File: src/rtl/life_sequencer_pkg.sv
`timescale 1ns/1ps
// Shared definitions for the life array sequencer: FSM encoding, preset patterns, scan length.
// Latency: n/a (types, constants and a pure combinational decode helper).
// Backpressure: n/a.
package life_sequencer_pkg;

   typedef enum logic [2:0] {
      ST_IDLE    = 3'd0,
      ST_LOAD    = 3'd1,
      ST_ARMED   = 3'd2,
      ST_ADVANCE = 3'd3,
      ST_SCAN    = 3'd4
   } state_t;

   localparam logic [15:0] PRESET_0 = 16'h3300;
   localparam logic [15:0] PRESET_1 = 16'h33CC;
   localparam logic [15:0] PRESET_2 = 16'h0600;
   localparam logic [15:0] PRESET_3 = 16'h6286;

   // One scan pulse per cell of the 4x4 array.
   localparam int SCAN_LEN_DEF = 16;

   // Priority decode of the preset selector, bit0 wins.
   function automatic logic [15:0] preset_val(input logic [3:0] sel);
      logic [15:0] v;
      if (sel[0])      v = PRESET_0;
      else if (sel[1]) v = PRESET_1;
      else if (sel[2]) v = PRESET_2;
      else if (sel[3]) v = PRESET_3;
      else             v = 16'h0000;
      return v;
   endfunction

endpackage

File: src/rtl/life_tick_timer.sv
`timescale 1ns/1ps
// Free-running tick generator: counts 0..TICK_MAX-1 and flags the last count.
// Latency: tick is high for the one cycle the counter sits at TICK_MAX-1.
// Backpressure: none; clr restarts the count from zero on the next edge.
module life_tick_timer #(
   parameter int TICK_MAX = 100000000
) (
   input  logic clk,
   input  logic reset,
   input  logic clr,
   output logic tick
);

   localparam int               CNT_W    = $clog2(TICK_MAX);
   localparam logic [CNT_W-1:0] CNT_LAST = CNT_W'(TICK_MAX - 1);

   logic [CNT_W-1:0] cnt_q;
   logic [CNT_W-1:0] cnt_d;

   // Next count: wrap at the last value, restart on clear.
   always_comb begin
      cnt_d = cnt_q + CNT_W'(1);
      if (clr || (cnt_q == CNT_LAST)) begin
         cnt_d = '0;
      end
   end

   // Counter register.
   always_ff @(posedge clk or posedge reset) begin
      if (reset) begin
         cnt_q <= '0;
      end else begin
         cnt_q <= cnt_d;
      end
   end

   assign tick = (cnt_q == CNT_LAST);

endmodule

File: src/rtl/life_sequencer.sv
`timescale 1ns/1ps
// Sequencer for the 4x4 life array: preset loads, frame-aligned generation steps, scan bursts.
// Latency: strobes are registered, one cycle after the request/frame edge is sampled.
// Backpressure: one pending advance is queued while busy; further dropped requests set overrun.
module life_sequencer
   import life_sequencer_pkg::*;
#(
   parameter int TICK_MAX = 100000000,
   parameter int SCAN_LEN = SCAN_LEN_DEF
) (
   input  logic        clk,
   input  logic        reset,
   input  logic [3:0]  selector,
   input  logic        load_req,
   input  logic        step_req,
   input  logic        run_enb,
   input  logic        scan_enb,
   input  logic        frame,
   output logic [15:0] val,
   output logic        write_enb,
   output logic        run,
   output logic        scan,
   output logic [15:0] gen_count,
   output logic        busy,
   output logic        overrun
);

   localparam int                SCAN_W    = $clog2(SCAN_LEN + 1);
   localparam logic [SCAN_W-1:0] SCAN_LAST = SCAN_W'(SCAN_LEN - 1);

   state_t              state_q, state_d;
   logic [SCAN_W-1:0]   scan_cnt_q, scan_cnt_d;
   logic                pending_q, pending_d;
   logic                overrun_q, overrun_d;
   logic [15:0]         gen_count_q, gen_count_d;
   logic                write_enb_q, write_enb_d;
   logic                run_q, run_d;
   logic                scan_q, scan_d;
   logic                busy_q, busy_d;
   logic                load_prev_q, load_prev_d;
   logic                step_prev_q, step_prev_d;
   logic                edge_en_q, edge_en_d;

   logic                tick;
   logic                load_edge;
   logic                step_edge;
   logic                adv_req;
   logic                scan_req;

   life_tick_timer #(
      .TICK_MAX (TICK_MAX)
   ) u_tick_timer (
      .clk   (clk),
      .reset (reset),
      .clr   (load_edge),
      .tick  (tick)
   );

   assign val = preset_val(selector);

   // Request decode, next state, pending/overrun bookkeeping and registered strobe values.
   always_comb begin
      // edge_en_q stays low for the first cycle after reset so a level held
      // across reset release is captured as "previous" before edges count.
      load_edge = edge_en_q & load_req & ~load_prev_q;
      step_edge = edge_en_q & step_req & ~step_prev_q;
      adv_req   = step_edge | (tick & run_enb);
      scan_req  = tick & scan_enb;

      load_prev_d = load_req;
      step_prev_d = step_req;
      edge_en_d   = 1'b1;

      state_d     = state_q;
      scan_cnt_d  = scan_cnt_q;
      pending_d   = pending_q;
      overrun_d   = overrun_q;
      gen_count_d = gen_count_q;

      if (load_edge) begin
         // A load wins from any state and aborts whatever was in progress.
         state_d     = ST_LOAD;
         scan_cnt_d  = '0;
         pending_d   = 1'b0;
         overrun_d   = 1'b0;
         gen_count_d = 16'h0000;
      end else begin
         case (state_q)
            ST_IDLE: begin
               if (pending_q || adv_req) begin
                  // Step and run tick together are one advance; a new request
                  // arriving while the queued one is serviced stays queued.
                  state_d   = ST_ARMED;
                  pending_d = pending_q & adv_req;
                  if (scan_req) begin
                     overrun_d = 1'b1;
                  end
               end else if (scan_req) begin
                  state_d    = ST_SCAN;
                  scan_cnt_d = '0;
               end
            end
            ST_LOAD: begin
               state_d = ST_IDLE;
            end
            ST_ARMED: begin
               // Hold the advance until frame start so the display never tears.
               if (frame) begin
                  state_d = ST_ADVANCE;
               end
            end
            ST_ADVANCE: begin
               state_d = ST_IDLE;
            end
            ST_SCAN: begin
               if (scan_cnt_q == SCAN_LAST) begin
                  state_d    = ST_IDLE;
                  scan_cnt_d = '0;
               end else begin
                  scan_cnt_d = scan_cnt_q + SCAN_W'(1);
               end
            end
            default: begin
               state_d = ST_IDLE;
            end
         endcase

         if (state_q != ST_IDLE) begin
            if (adv_req) begin
               if (pending_q) begin
                  overrun_d = 1'b1;
               end else begin
                  pending_d = 1'b1;
               end
            end
            if (scan_req) begin
               overrun_d = 1'b1;
            end
         end

         if (state_d == ST_ADVANCE) begin
            gen_count_d = gen_count_q + 16'd1;
         end
      end

      write_enb_d = (state_d == ST_LOAD);
      run_d       = (state_d == ST_ADVANCE);
      scan_d      = (state_d == ST_SCAN);
      busy_d      = (state_d != ST_IDLE);
   end

   // Request edge detectors.
   always_ff @(posedge clk or posedge reset) begin
      if (reset) begin
         load_prev_q <= 1'b0;
         step_prev_q <= 1'b0;
         edge_en_q   <= 1'b0;
      end else begin
         load_prev_q <= load_prev_d;
         step_prev_q <= step_prev_d;
         edge_en_q   <= edge_en_d;
      end
   end

   // Sequencer FSM with its registered strobes and status.
   always_ff @(posedge clk or posedge reset) begin
      if (reset) begin
         state_q     <= ST_IDLE;
         scan_cnt_q  <= '0;
         pending_q   <= 1'b0;
         overrun_q   <= 1'b0;
         gen_count_q <= 16'h0000;
         write_enb_q <= 1'b0;
         run_q       <= 1'b0;
         scan_q      <= 1'b0;
         busy_q      <= 1'b0;
      end else begin
         state_q     <= state_d;
         scan_cnt_q  <= scan_cnt_d;
         pending_q   <= pending_d;
         overrun_q   <= overrun_d;
         gen_count_q <= gen_count_d;
         write_enb_q <= write_enb_d;
         run_q       <= run_d;
         scan_q      <= scan_d;
         busy_q      <= busy_d;
      end
   end

   assign write_enb = write_enb_q;
   assign run       = run_q;
   assign scan      = scan_q;
   assign gen_count = gen_count_q;
   assign busy      = busy_q;
   assign overrun   = overrun_q;

endmodule

File: config.mk
export PLATFORM = sky130hd
export DESIGN_NAME = life_sequencer
export DESIGN_NICKNAME = d
export VERILOG_FILES = /design/src/rtl/life_sequencer_pkg.sv /design/src/rtl/life_tick_timer.sv /design/src/rtl/life_sequencer.sv
export SDC_FILE = /design/constraint.sdc
export NUM_CORES = 1
export LEC_CHECK = 0
export BUFFER_PORTS_ARGS = -buffer_cell sky130_fd_sc_hd__buf_4
export CORE_AREA = 5 5 98 73
export CTS_BUF_LIST = sky130_fd_sc_hd__clkbuf_16
export CTS_CLUSTER_DIAMETER = 50
export DETAILED_ROUTE_END_ITERATION = 10
export DIE_AREA = 0 0 103 78
export PLACE_DENSITY = 0.79
export SLEW_MARGIN = 20
export SYNTH_ARGS = -nofsm -noshare
export SYNTH_HDL_FRONTEND = slang
export SYNTH_SLANG_ARGS = --single-unit
File: constraint.sdc
create_clock -name clk -period 1.95 [get_ports clk]
set_clock_uncertainty 0.05 [all_clocks]
set_input_delay 0.2925 -clock clk [delete_from_list [all_inputs] [get_ports clk]]
set_output_delay 0.2925 -clock clk [all_outputs]
set_load 0.01 [all_outputs]
* Word level (Yosys, flattened, before mapping) *
Index checks and enable logic that the tools add are counted.

storage, ports and cells
  input bits = 11
  logic and storage cells = 77
  bits in registers = 60

cells by class
  add/sub/neg operators = 3
  mux-type cells = 33
  reductions and logical operators = 8
  bitwise logic cells = 10
  equality and inequality tests = 10

operators with widths
  kind                   count
  $mux 15                4
  $mux 16                2
  $add 27x1->27 const B  1
  $eq 27x27->1 const B   1
  $mux 27                1
  $mux 5                 4
  $mux 3                 6
  $add 16x1->16 const B  1
  $mux 1                 14
  $pmux 5 s2             1
  $eq 3x2->1 const B     3
  $pmux 3 s3             1
  $reduce_bool 3->1      3
  $and 1x1->1            7
  $eq 3x3->1 const B     2
  $ne 3x2->1 const B     2
  $add 5x1->5 const B    1
  $eq 5x4->1 const B     1
  $eq 3x1->1 const B     1
  $logic_not 3->1        1
  $reduce_and 3->1       1
  $logic_or 1x1->1       2
  $not 1->1              2
  $reduce_bool 2->1      1
  $or 1x1->1             1

* Depth between registers and ports, before layout *
Gate-level depths: netlist (run 1).

  word-level depth = 11
  mapped depth = 7
  gate-level depth less buffers = 6

* By module *
A second synthesis (run 1) with hierarchy kept.

unflattened totals
  cells, all modules = 337
  area, all modules = 3216.8 um2

modules (own cells, without submodules)
  module           area an instance (um2)  instances  cells an instance
  life_sequencer   1742.9                  1          183
  life_tick_timer  1473.9                  1          154

* Least setup slack after synthesis (run 1) *
Ideal clock, no wire load.

  path type = register to register
  start point = register u_tick_timer.cnt_q[0]
  end point = register overrun_q (netlist: overrun)
  setup time = 0.124 ns
  data arrival time = 1.621 ns
  data required time = 1.776 ns
  slack = 0.155 ns
  clock period less this slack = 1.795 ns
  buffers on the path = 0
  stages on the path, launching flop included = 7
  path through = dfrtp_1 -> ha_1 -> nand3_1 -> nor2_2 -> a41o_1 -> and3_1 -> o31a_1

between the ends
  word-level cells in the longest chain between the ends = 11
  elaborated cells between the ends (all ways) = 13
  those cells by class = eq/ne (1); mux (8); bitwise (3); reduce/logical (1)

RTL lines
  element                   RTL line               source
  start: declaration        life_tick_timer.sv:17  logic [CNT_W-1:0] cnt_q;
  start signal: assignment  life_tick_timer.sv:33  cnt_q <= cnt_d;
  $eq 27x27->1 *            life_tick_timer.sv:37  assign tick = (cnt_q == CNT_LAST);
  $and 1x1->1               life_sequencer.sv:67   adv_req = step_edge | (tick & run_enb);
  $or 1x1->1                life_sequencer.sv:67
  $logic_or 1x1->1          life_sequencer.sv:90   if (pending_q || adv_req) begin
  $mux 1                    life_sequencer.sv:90
  $mux 1                    life_sequencer.sv:88   case (state_q)
  $mux 1                    life_sequencer.sv:130  if (pending_q) begin
  $mux 1                    life_sequencer.sv:129  if (adv_req) begin
  $mux 1                    life_sequencer.sv:136  if (scan_req) begin
  $mux 1 *                  life_sequencer.sv:128  if (state_q != ST_IDLE) begin
  $mux 1 *                  life_sequencer.sv:80   if (load_edge) begin
  net overrun_d             life_sequencer.sv:34   logic overrun_q, overrun_d;
  end signal: assignment    life_sequencer.sv:181  overrun_q <= overrun_d;
  end: declaration          life_sequencer.sv:34

The timed path passes the listed nets; every way through them passes the cells marked *.
A chain may end at the register's enable or synchronous reset.

* Worst setup path after layout (run 1) *
  start point = register state_q[0]
  end point = register gen_count_q[13] (netlist: gen_count[13])

between the ends
  word-level cells in the longest chain between the ends = 6
  elaborated cells between the ends (all ways) = 11
  those cells by class = eq/ne (3); mux (6); reduce/logical (2)

RTL lines
  element                               RTL line               source
  start: declaration                    life_sequencer.sv:31   state_t state_q, state_d;
  start signal: assignment              life_sequencer.sv:178  state_q <= state_d;
  $mux 3                                life_sequencer.sv:98   end else if (scan_req) begin
  $mux 3                                life_sequencer.sv:90
  $pmux 3 s3 *                          life_sequencer.sv:88
  $mux 3 *                              life_sequencer.sv:80
  $eq 3x2->1 *                          life_sequencer.sv:141  if (state_d == ST_ADVANCE) begin
  $reduce_bool 2->1 (no source line) *  -
  end signal: assignment                life_sequencer.sv:182  gen_count_q <= gen_count_d;
  end: declaration                      life_sequencer.sv:35   logic [15:0] gen_count_q, gen_count_d;

Mark *: on every way between the ends. The rest lies on a longest branch, timed or not. The select of a mux whose other input is x is not followed.

==> results of run 1 <==
through the flow:
stage	power, mW	hold slack, ns	utilization	setup WS, ns	instance area (µm²)
after floorplan	1.75	0.274	-	0.123	3010
after global placement	1.89	0.334	0.561	0.155	3400
after detailed placement	1.91	0.335	0.561	0.0874	3400
after CTS	3.24	0.0287	0.604	0.0552	3660
after global routing	3.39	0.0292	0.607	0.00378	3680
final	3.22	0.0396	0.607	0.113	3680
registers in the layout (all words and copies together), names as in the netlist:
name / count
load_prev_q: 1
busy: 1
edge_en_q: 1
run: 1
state_q: 3
write_enb: 1
gen_count: 16
step_prev_q: 1
pending_q: 1
scan: 1
overrun: 1
u_tick_timer.cnt_q: 27
scan_cnt_q: 5
power by group through the flow:
stage | Sequential [mW] | Combinational (mW) | Clock [mW]
after detailed placement | 1.49 | 0.420 | 0
after CTS | 1.47 | 0.425 | 1.35
after global routing | 1.49 | 0.481 | 1.42
after global placement | 1.48 | 0.410 | 0
after floorplan | 1.48 | 0.268 | 0
final | 1.47 | 0.423 | 1.33
cell families (layout without fill, tap and decap cells):
| logic type | Yosys count | in the layout | synth area share |
|---|---|---|---|
| fa+ha+maj | 3 | 3 | 0.0126 |
| simple gates | 152 | 152 | 0.280 |
| xor+xnor | 38 | 38 | 0.111 |
| compound gates | 23 | 23 | 0.0473 |
| other cells | 2 | 6 | 0.00251 |
| buf+inv | 25 | 75 | 0.0448 |
| flops | 60 | 60 | 0.502 |
how the worst max path moves through the flow:
| stage | slack, ns | depth (start not counted) | to |
|---|---|---|---|
| floorplan | 0.12 | 1 | busy$_DFF_PP0_ |
| global placement | 0.15 | 6 | overrun$_DFF_PP0_ |
| detailed placement | 0.09 | 6 | overrun$_DFF_PP0_ |
| CTS | 0.06 | 6 | overrun$_DFF_PP0_ |
| global route | 0.004 | 5 | scan_cnt_q[0]$_DFFE_PP0P_ |
| finish | 0.11 | 6 | gen_count[13]$_DFFE_PP0P_ |
cell usage after synthesis (4+ instances only):
master / count
a21oi_1: 10
and3_1: 8
and4_1: 4
buf_4: 10
dfrtp_1: 60
inv_1: 8
nand2_1: 25
nand3_1: 21
nand4_1: 7
nor2_1: 52
nor3_1: 5
o21ai_0: 5
or3_1: 8
xnor2_1: 17
xor2_1: 21
timing repair:
| action | 4_1_cts | 5_1_grt |
|---|---|---|
| endpoints found under the hold margin | 46 | 0 |
| hold buffers | 1 | 0 |
| setup endpoints to repair | 0 | 6 |
| gates resized for setup | 0 | 3 |
routing by layer:
metal | vias up | part of all wire | routed length, µm
met4 | 0 | 0.0098 | 63
met2 | 78 | 0.45 | 2920
met3 | 6 | 0.071 | 455
met1 | 1127 | 0.46 | 2980
li1 | 1117 | - | -
met5 | - | 0 | 0
cell type report:
| class | instances | area (µm²) |
|---|---|---|
| tap | 78 | 97.6 |
| multi-input combinational | 222 | 1390 |
| inverter | 9 | 33.8 |
| fill | 495 | 2380 |
| timing repair buffer | 51 | 410 |
| clock buffer | 9 | 225 |
| sequential | 60 | 1500 |
| clock inverter | 6 | 25.0 |
critical path, cell delays in order, from the launching register on:
cell and delay (ns):
dfrtp_1 0.41, nor4bb_1 0.29, buf_4 0.22, nand4_4 0.22, nor4_4 0.29, xnor2_1 0.17
nor2_1 0.07
==> impl_metrics.ini, run 1 <==
[outcome]
status = finished clean

[synthesis]
synthArstFlopShare = 1.00
synth_area_leader_cell = dfrtp_1
synth_seq_cells = 60
synthesis.instances = 303
synth_edf_count = 0
synth.area.top_cells = dfrtp_1, nor2_1, xor2_1
synth_top_area_share = 0.502
synth_ff_type = dfrtp_1
ys_types = 42
syn_avg_cell_area_um2 = 9.87
syn-cell-area_um2 = 2990
synth-seq-area-share = 0.502
yosysWarnings = 0

[critical_path]
r2r_end = gen_count[13]$_DFFE_PP0P_
crit_type = reg2reg
start_kind = flop
worstPathArrival_ns = 1.98
worst_r2r_path_depth = 6
timing.rr.start = state_q[0]$_DFF_PP0_
r2r_slack_ns = 0.11
endpoint_kind = flop
worstPathRequired_ns = 2.10
worstPathMaxFanout = 8
cp-startpoint = state_q[0]$_DFF_PP0_

[detailed_routing]
drt_iter0_markers = 186
via_per_inst = 5.35
first_pass_iters = 5
via_count = 2328
wl_per_cell_um = 14.8
drt_drc_violations_left = 0
ant_nets = 0
drt-total-wl_mm = 6.42

[hold_path]
hold_path_end = step_prev_q$_DFF_PP0_
min_from = step_req
hold_depth = 1
hold_class = in2reg

[place]
routabilityCongestion = 0.780
numPlacedInstances = 419
hpwl_mm = 4.48
numPortBuffers = 42

[pwr]
power.leakage_nw = 1.84
clkPwrFrac = 0.412
power_frac_comb = 0.131
p_sw_mw = 0.851
p_per_area_nw_per_um2 = 875
intPower_mw = 2.37
p_seq_frac = 0.457
irDropWorstVdd_v = 0.000460
netSwitchingFraction = 0.264

[finish]
mostFrequentLayoutCells = dfrtp_1, nor2_1, buf_4
layout_commonest_cell = dfrtp_1
post_layout_nonfiller_instances = 435
syn_to_final_growth_pct = 23.2
final_nets = 367
drive_gt1_frac = 0.207
antenna_cells = 0

[global_route]
grt_use_met2 = 0.254
grt_pass1_vias = 2242
grt_usage = 0.175
busiest_layer = met2
antenna_found_initial = 0
grtUsageMet3 = 0.0538
grt_max_degree = 61
grt_first_pass_wirelength_mm = 11.0
met1_usage = 0.253
grt.overflow.total = 0

[die]
num_rows = 24
core-area_um2 = 6070
dieArea_um2 = 8030
die_height_um = 78
die_w_um = 103
start_util = 0.493
ios = 48

[cts]
cts.sinks = 60
cts_root_buf = clkbuf_16
cts_buffer_depth = 2
numCtsBuffers = 9
cts_tree = built
clock_latency_ns = 0.32
clk_pin_slew_ns = 0.05
post_cts_buffers = 0
htreeDepth = 3

[flow_run]
maxCapViolations = 0

[sta]
post-route-period-util = 0.942
fin_crit_ns = 1.84
max_freq_mhz = 544
maxSlewViolCount = 0
timing.final.hold_violations = 0
setup_viol = 0
finalSetupTns_ns = 0
rsz0062_at_grt = no
No activity file was read; power rests on OpenSTA's default activity.
==> run 2: changes to the inputs <==
- CELL_PAD_IN_SITES_DETAIL_PLACEMENT: unset -> 1
- CELL_PAD_IN_SITES_GLOBAL_PLACEMENT: unset -> 2
- CORE_AREA: 5 5 98 73 -> 5 5 117 86
- DIE_AREA: 0 0 103 78 -> 0 0 122 91
- PLACE_DENSITY: 0.79 -> 0.85
==> impl_metrics.ini, run 2 (synthesis gave the netlist of run 1 again) <==
[critical_path]
worstPathArrival_ns = 2.02
crit_type = reg2reg
crit_buf_inv = 1
critical_path.top_delay_family = simple AND/OR/NAND/NOR gates
endpoint_kind = flop
worstPathMaxFanout = 7
worst_r2r_path_depth = 6
crit_slowest_cell = dfrtp_1
worstPathRequired_ns = 2.12
critPathMaxStageDelay_ns = 0.41
r2r_end = gen_count[13]$_DFFE_PP0P_
r2r_slack_ns = 0.09
timing.rr.start = state_q[0]$_DFF_PP0_
crit_chain = nor4bb_2 -> buf_4 -> nand4_4 -> nor4_4 -> xnor2_1 -> nor2_1
start_kind = flop

[detailed_routing]
drt-total-wl_mm = 7.29
drt_drc_violations_left = 0
ant_nets = 0
wl_per_cell_um = 14.9
first_pass_iters = 4
via_count = 2339
drt_iter0_markers = 65
via_per_inst = 4.79

[place]
hpwl_mm = 5.25
numPortBuffers = 42
place_area_um2 = 3480
numPlacedInstances = 467
routabilityCongestion = 0.744

[pwr]
p_seq_frac = 0.449
power.leakage_nw = 1.88
p_sw_mw = 0.903
netSwitchingFraction = 0.274
irDropWorstVdd_v = 0.000410
intPower_mw = 2.39
clkPwrFrac = 0.411
p_per_area_nw_per_um2 = 869
power_frac_comb = 0.140

[finish]
mostFrequentLayoutCells = dfrtp_1, buf_4, nor2_1
design_area_um2 = 3800
largest_reg_flops = 27
drive_gt1_frac = 0.223
post_layout_nonfiller_instances = 488
antenna_cells = 0
syn_to_final_growth_pct = 26.9
layout_commonest_cell = dfrtp_1
final_nets = 373
max_flop_register = u_tick_timer.cnt_q

[die]
dieArea_um2 = 11100
die_height_um = 91
core-area_um2 = 8820
ios = 48
die_w_um = 122
num_rows = 29
start_util = 0.339

[sta]
setup_viol = 0
worst_pin_slew_ns = 0.587
finalSetupTns_ns = 0
maxSlewViolCount = 0
timing.final.hold_violations = 25
relSlewSlack = 0.608
fin_crit_ns = 1.86
max_freq_mhz = 538
holdWs_ns = -0.0162
post-route-period-util = 0.953

[global_route]
grt_first_pass_wirelength_mm = 12.7
antenna_found_initial = 0
grt_max_degree = 36
grt_usage = 0.144
grt_pass1_vias = 2501
grt.overflow.total = 0

[cts]
cts_hold_buf = 0
cts_tree = built
clock_latency_ns = 0.33
cts_buffer_depth = 2
htreeDepth = 3
cts_root_buf = clkbuf_16
numCtsBuffers = 9
cts.sinks = 60
clk_pin_slew_ns = 0.05

[outcome]
violations = hold timing
status = complete, but fails checks

[flow_run]
maxCapViolations = 0

[hold_path]
hold_class = in2async
==> run 2: layout make-up <==
cell class                      instances  area [µm²]
Fill cell                            1023        5020
Sequential cell                        60        1500
Multi-Input combinational cell        222        1400
Timing Repair Buffer                   57         453
Clock buffer                            9         225
Tap cell                              124         155
Inverter                                9        33.8
Clock inverter                          7        27.5
==> run 2: worst reg2reg max path: stages (launching register included) <==
cell and delay [ns]:
dfrtp_1 0.41, nor4bb_2 0.30, buf_4 0.22, nand4_4 0.20
nor4_4 0.34, xnor2_1 0.16, nor2_1 0.06
==> run 2: how the worst max path moves through the flow <==
stage                                         start                         to  depth (start not counted)
detailed placement             state_q[0]$_DFF_PP0_   gen_count[8]$_DFFE_PP0P_                          5
CTS                            state_q[0]$_DFF_PP0_   gen_count[8]$_DFFE_PP0P_                          5
global placement    u_tick_timer.cnt_q[0]$_DFF_PP0_             busy$_DFF_PP0_                          6
finish                         state_q[0]$_DFF_PP0_  gen_count[13]$_DFFE_PP0P_                          6
floorplan                                     reset             busy$_DFF_PP0_                          1
global route                   state_q[2]$_DFF_PP0_  gen_count[13]$_DFFE_PP0P_                          6
==> run 2: timing repair <==
action,in CTS,in global routing
resized for setup,0,5
buffers inserted,0,5
setup endpoints to repair,0,8
==> run 2: power by group through the flow <==
| stage | sequential, mW | clock, mW | combinational [mW] |
|---|---|---|---|
| 3_3_place_gp | 1.49 | 0 | 0.422 |
| 5_1_grt | 1.50 | 1.46 | 0.519 |
| 4_1_cts | 1.48 | 1.41 | 0.445 |
| 2_1_floorplan | 1.48 | 0 | 0.268 |
| 3_5_place_dp | 1.50 | 0 | 0.443 |
| 6_report | 1.48 | 1.36 | 0.462 |
==> run 2: metrics by stage <==
step / util / hold slack [ns] / worst slack [ns] / power, mW
2_1_floorplan: - / 0.274 / 0.123 / 1.75
3_3_place_gp: 0.394 / 0.353 / 0.141 / 1.91
3_5_place_dp: 0.394 / 0.356 / 0.0905 / 1.94
4_1_cts: 0.423 / 0.00728 / 0.0736 / 3.33
5_1_grt: 0.431 / 0.0322 / -0.0399 / 3.47
6_report: 0.431 / -0.0162 / 0.0919 / 3.30
==> run 2: layer usage <==
metal | vias up | wire length (µm) | share of wire | GRT usage
met2 | 29 | 3370 | 0.46 | 0.210
met1 | 1162 | 3610 | 0.50 | 0.206
li1 | 1136 | - | - | -
met5 | - | 0 | 0 | 0
met3 | 12 | 170 | 0.023 | 0.0280
met4 | 0 | 135 | 0.019 | 0.0672
